<file path="src/rtl/mc_ctrl.sv">
// mc_ctrl: multi-cycle LOAD/STORE/MOV/MAC controller; define MC_CTRL_MEM_TIMEOUT_EN to add a MEM wait timeout
module mc_ctrl #(
  parameter int OPCODE_WIDTH = 3,
  parameter int MAC_CYCLES   = 4
) (
  input  logic                    clk,
  input  logic                    rst,
  input  logic                    start,
  input  logic                    stop,
  input  logic [OPCODE_WIDTH-1:0] opcode,
  input  logic                    mem_ready,
  output logic                    ir_we,
  output logic                    pc_en,
  output logic                    RegWEn,
  output logic                    MemWEn,
  output logic                    mem_req,
  output logic                    mac_en,
  output logic                    busy,
  output logic                    illegal,
  output logic                    timeout,
  output logic [2:0]              state
);
  typedef enum logic [2:0] {
    IDLE   = 3'd0,
    FETCH  = 3'd1,
    DECODE = 3'd2,
    EXEC   = 3'd3,
    MEM    = 3'd4,
    WB     = 3'd5,
    ERR    = 3'd7
  } state_t;
  localparam logic [OPCODE_WIDTH-1:0] OP_LOAD  = OPCODE_WIDTH'(0);
  localparam logic [OPCODE_WIDTH-1:0] OP_STORE = OPCODE_WIDTH'(1);
  localparam logic [OPCODE_WIDTH-1:0] OP_MOV   = OPCODE_WIDTH'(2);
  localparam logic [OPCODE_WIDTH-1:0] OP_MAC   = OPCODE_WIDTH'(4);
  state_t                  cur;
  state_t                  decNext;
  state_t                  endNext;
  logic [OPCODE_WIDTH-1:0] op_q;
  logic [3:0]              execCnt;
  logic                    isStore;
  logic                    memTimeout;
  assign isStore = op_q == OP_STORE;
  assign endNext = stop ? IDLE : FETCH;
  assign state   = cur;
  // route the live opcode to its first execution state; anything unlisted is illegal
  always_comb decNext = (opcode == OP_LOAD || opcode == OP_STORE) ? MEM :
                        opcode == OP_MOV ? WB :
                        opcode == OP_MAC ? EXEC : ERR;
`ifdef MC_CTRL_MEM_TIMEOUT_EN
  logic [4:0] memWait;
  assign memTimeout = cur == MEM && !mem_ready && memWait == 5'd15;
  // count cycles spent waiting in MEM; the timeout flag stays set until reset
  always_ff @(posedge clk) begin
    if (rst) begin
      memWait <= 5'd0;
      timeout <= 1'b0;
    end else begin
      memWait <= cur == MEM ? memWait + 5'd1 : 5'd0;
      if (memTimeout) timeout <= 1'b1;
    end
  end
`else
  assign memTimeout = 1'b0;
  assign timeout    = 1'b0;
`endif
  // instruction sequencing: opcode latch, MAC cycle counter and sticky illegal flag
  always_ff @(posedge clk) begin
    if (rst) begin
      cur     <= IDLE;
      op_q    <= '0;
      execCnt <= 4'd0;
      illegal <= 1'b0;
    end else begin
      case (cur)
        IDLE:    cur <= start ? FETCH : IDLE;
        FETCH:   cur <= DECODE;
        DECODE: begin
          op_q    <= opcode;
          execCnt <= 4'd0;
          cur     <= decNext;
          if (decNext == ERR) illegal <= 1'b1;
        end
        EXEC: begin
          execCnt <= execCnt + 4'd1;
          if (execCnt == 4'(MAC_CYCLES - 1)) cur <= WB;
        end
        MEM:     cur <= mem_ready ? (isStore ? endNext : WB) : memTimeout ? ERR : MEM;
        WB:      cur <= endNext;
        ERR:     cur <= ERR;
        default: cur <= ERR;
      endcase
    end
  end
  // strobes decode from state and latched opcode; a store retires in the MEM cycle its access completes
  always_comb begin
    ir_we   = cur == FETCH;
    mac_en  = cur == EXEC;
    mem_req = cur == MEM;
    MemWEn  = cur == MEM && isStore;
    RegWEn  = cur == WB;
    pc_en   = cur == WB || (cur == MEM && isStore && mem_ready);
    busy    = cur != IDLE && cur != ERR;
  end
endmodule

</file>
<file path="config.mk">
export PLATFORM = sky130hd
export DESIGN_NAME = mc_ctrl
export DESIGN_NICKNAME = d
export VERILOG_FILES = /design/src/rtl/mc_ctrl.sv
export SDC_FILE = /design/constraint.sdc
export NUM_CORES = 1
export LEC_CHECK = 0
export ABC_CLOCK_PERIOD_IN_PS = 2240
export CAP_MARGIN = 20
export CORE_MARGIN = 5
export CORE_UTILIZATION = 35
export CTS_BUF_LIST = sky130_fd_sc_hd__clkbuf_8 sky130_fd_sc_hd__clkbuf_16
export CTS_CLUSTER_DIAMETER = 60
export DETAILED_ROUTE_END_ITERATION = 8
export GPL_TIMING_DRIVEN = 0
export PLACE_DENSITY = 0.61
export SKIP_CTS_REPAIR_TIMING = 1
export SYNTH_ARGS = -nofsm -noshare
export SYNTH_HDL_FRONTEND = slang
export SYNTH_SLANG_ARGS = --single-unit
</file>
<file path="constraint.sdc">
create_clock -name clk -period 2.24 [get_ports clk]
set_clock_uncertainty 0.2 [all_clocks]
set_input_delay 0.448 -clock clk [delete_from_list [all_inputs] [get_ports clk]]
set_output_delay 0.448 -clock clk [all_outputs]
set_load 0.01 [all_outputs]
</file>
* After elaboration in Yosys (flattened, before gate mapping) *
Index checks and enable logic that the tools add are counted.

storage, ports and cells
  bits in registers = 11
  input bits = 8
  output and inout port bits = 12
  logic and storage cells = 38

operators by class
  add/sub/neg operators = 1
  equal/unequal tests = 13
  multiplexer cells = 10
  reduce and logical (&&, ||, !) cells = 10

operators with widths
  kind                 count
  $mux 3               6
  $pmux 3 s6           1
  $eq 3x3->1 const B   4
  $eq 3x1->1 const B   3
  $eq 3x2->1 const B   3
  $pmux 4 s2           1
  $logic_not 3->1      2
  $add 4x1->4 const B  1
  $eq 4x2->1 const B   1
  $logic_and 1x1->1    3
  $ne 3x3->1 const B   1
  $reduce_bool 3->1    1
  $logic_or 1x1->1     2
  $mux 1               2
  $ne 2x1->1 const B   1
  $reduce_and 2->1     1
  $reduce_bool 2->1    1

* Depth between registers and ports, before layout *
  depth after elaboration = 6
  depth in mapped cells = 4

* Worst setup path before layout *
OpenSTA, ideal clock, no wires.

  kind = reg-to-output
  start = register cur[2], in the netlist state[2]
  end = output pc_en
  data arrival time = 1287 ps
  setup slack = 305 ps
  cell stages (with the launch flop) = 4
  path buffers = 0
  path through = dfxtp_1 nor3b_1 and2_1 a21o_1

on the way
  word-level cells in the longest chain between the ends = 4
  elaborated cells on any way between the ends = 5

ends and longest elaborated chain
  what                    RTL line  source
  from (decl)             36        state_t cur;
  from (signal assigned)  76        IDLE: cur <= start ? FETCH : IDLE;
  from (signal assigned)  81        cur <= decNext;
  from (signal assigned)  88        MEM: cur <= mem_ready ? (isStore ? endNext : WB) : memTimeout ? ERR : MEM;
  $eq 3x3->1              -
  via mem_req             16        output logic mem_req,
  $logic_and 1x1->1       102       pc_en = cur == WB || (cur == MEM && isStore && mem_ready);
  via MemWEn              15        output logic MemWEn,
  $logic_and 1x1->1       102
  $logic_or 1x1->1        102
  to (decl)               13        output logic pc_en,

The timed path passes the listed nets, and every way through them passes these cells.

* Worst setup path in the final report *
  start = register cur[2], in the netlist state[2]
  end = output mem_req

on the way
  word-level cells in the longest chain between the ends = 1

ends and longest elaborated chain
  what        RTL line  source
  $eq 3x3->1  99        mem_req = cur == MEM;
  to (decl)   16

No other way between the ends.

==> summary.md <==
| Metric | Value |
|---|---|
| Status | complete, no violations |
| Min Tclk post-route | 2.16 ns |
| P_int | 479 uW |
| First-pass GRT wire length | 2680 um |
| Post-synthesis sequential area ratio | 35.3% |
| Post-synth EDFFs | 0 |
| RSZ-0062 raised after global routing | false |
| DRT antenna net count | 0 |
| Crit path from | state[2] |
| Die X | 52.2 um |
| Peak Freq | 462 MHz |
| Reg-to-reg endpoint | execCnt[3] |
| Gr ovfl total | 0 |
| Vias after detailed routing | 622 |
| Clock Path Buffers | 2 |
| Final setup fails | 0 |
| Final WL | 1610 um |
| Total core area | 1710 um^2 |
| Syn Nets | 85 |
| Synth top cells by count | 11 x dfxtp_1, 9 x nor2_1, 4 x a21oi_1, 4 x mux2i_1, 4 x nand2_1 |
| Synthesis Warnings | 0 |
| Critical Path RT | 1.59 ns |
| TNS Setup | 0 ns |
| Initial Utilization | 36.6% |
| Asr flop ratio synth | 0% |
| Hold Crit Depth | 2 |
| Diodes inserted | 0 |
| Cts bufs inserted | 3 |
| RR Startpoint | state[1] |
| Cell taking the most area after synthesis | dfxtp_1 |
| Mapped Avg Cell Area | 8.22 um^2 |
| Max Slew Vio Count | 0 |
| Clock root buffer | clkbuf_8 |
| Vias in the first global route | 637 |
| Hpwl dp | 1150 um |
| Nets@finish | 108 |
| Placer Congestion | 0.794 |
| Vias per cell | 5.06 |
| Initial antenna violation count | 0 |
| Setup slack, reg-to-reg | 0.76 ns |
| Primary FF master, synth | dfxtp_1 |
| Synth Register Bits | 11 |
| Count leader, synth | dfxtp_1 |
| PortBufs | 17 |
| Netlist Area Pre-Place | 624 um^2 |
| Site Rows | 15 |
| Max capacitance violation total | 0 |
| Sw Share | 31.3% |
| Clk pwr share | 28.0% |
| Min-Delay Endpoint | illegal |
| DRC viols | 0 |
| Post-Synthesis Cells | 76 |
| Largest net degree at the start of global routing | 11 |
| Hold wc startpoint | illegal |
| Clk Latency, worst-skew pair | 0.24 ns |
| Worst path arrival time | 1.51 ns |
| Die Ht | 52.2 um |
| Logic pwr share | 35.7% |
| H-tree levels | 1 |
| Global Route Usage Sum | 13.3% |
| DR WL/cell | 13.1 um |
| Clock Sinks | 11 |
| Leakage power | 0.000453 uW |
| CP Capture Type | output port |
| Synth cell types | 35 |
| Worst R2R Path Depth | 4 |
| Pwr Total | 697 uW |
| Peak fanout along the critical path | 7 |
| Synth area leaders | dfxtp_1 35%, mux2i_1 6.4%, nor2_1 5.4% |
| DR iter-0 viols | 5 |
| Die ar. | 2730 um^2 |
| Ratio of cells with drive above 1 in the final layout | 17.3% |
| Share of power burned in registers | 36.4% |
| Crit path kind | reg2out |
| Startpoint Class | flop |
| Pre-antenna DRT Iters | 4 |
| Peak VDD IR | 0.426 mV |
| Net switching power | 218 uW |
| Fin. Hold Viols | 0 |
| Hold Path Class | reg2reg |
| Area grow syn2layout | 49.3% |
| Worst-path clk slew | 0.05 ns |
| Share of the synthesized area in the top cell type | 35.3% |
| Final Cycle Share | 96.5% |
| Num ports | 20 |
| CTS tree | built |
| Power Density | 747 nW/um^2 |
## sequential cells by signal (all words and copies together), names as in the netlist
| name | cells |
|---|---|
| execCnt | 4 |
| illegal | 1 |
| op_q | 3 |
| state | 3 |
## worst max-delay path by stage
stage and end:
3_3_place_gp pc_en, 2_1_floorplan pc_en, 6_report mem_req, 5_1_grt mem_req
4_1_cts pc_en, 3_5_place_dp pc_en
## placed cells by master (no fill, tap or decap), types with 2 or more instances in the layout
| master | instances |
|---|---|
| a31oi_1 | 2 |
| nor2_1 | 8 |
| o21ai_0 | 3 |
| clkdlybuf4s50_1 | 12 |
| dlymetal6s2s_1 | 5 |
| a21boi_0 | 2 |
| a21oi_1 | 4 |
| nand2b_1 | 3 |
| clkbuf_8 | 3 |
| inv_1 | 3 |
| mux2i_1 | 4 |
| nand3_1 | 3 |
| nor3b_2 | 2 |
| buf_4 | 4 |
| nand3b_1 | 3 |
| dfxtp_1 | 8 |
| dfxtp_4 | 2 |
| nand2_1 | 4 |
## metal layers
layer	up-vias	global-route usage [%]	routed length, um
met1	296	15.5	718
met3	0	3.42	71
met2	16	23.0	824
met4	0	5.11	0
li1	310	-	-
met5	-	0	0
## cells by family after synthesis
kind of cell             count (synthesis)  share of synthesized area [%]
AND/OR/NAND/NOR                         34                           31.3
AO/OA/AOI/OAI                           16                           17.0
flip-flops                              11                           35.3
buffers and inverters                    8                           5.81
multiplexers                             4                           6.41
adder cells (fa/ha/maj)                  2                           3.61
other                                    1                          0.601
## stage by stage
stage	utilization (%)	setup WS [ns]	instance area, um^2	hold WS [ns]	instances
global placement	48.4	-0.0195	826	0.256	118
detailed placement	48.4	-0.0368	826	0.275	118
floorplan	-	0.305	624	0.249	76
global route	54.6	0.0192	932	0.317	123
CTS	51.0	-0.306	871	0.283	122
finish	54.6	0.0777	932	0.278	123
## power groups by stage
stage / registers, uW / clock network (uW) / logic, uW
floorplan: 246 / 0 / 126
global placement: 245 / 0 / 234
detailed placement: 245 / 0 / 234
CTS: 241 / 198 / 236
global route: 257 / 214 / 272
finish: 253 / 195 / 248
## area by class of cell
class / instances / area [um^2]
plain buffers: 6 / 42.5
clock buffers: 3 / 41.3
clock inverters: 1 / 3.75
fillers: 165 / 776
inverters: 2 / 7.51
multi-input cells: 57 / 387
flip-flops and latches: 11 / 229
well taps: 25 / 31.3
repair buffers: 18 / 190
## worst max-delay path, cell delays in order (launching register included)
cell	delay [ns]
dfxtp_4	0.38
nor3b_4	0.23
buf_4	0.14
clkdlybuf4s50_1	0.52
(Power assumes the default switching activity.)
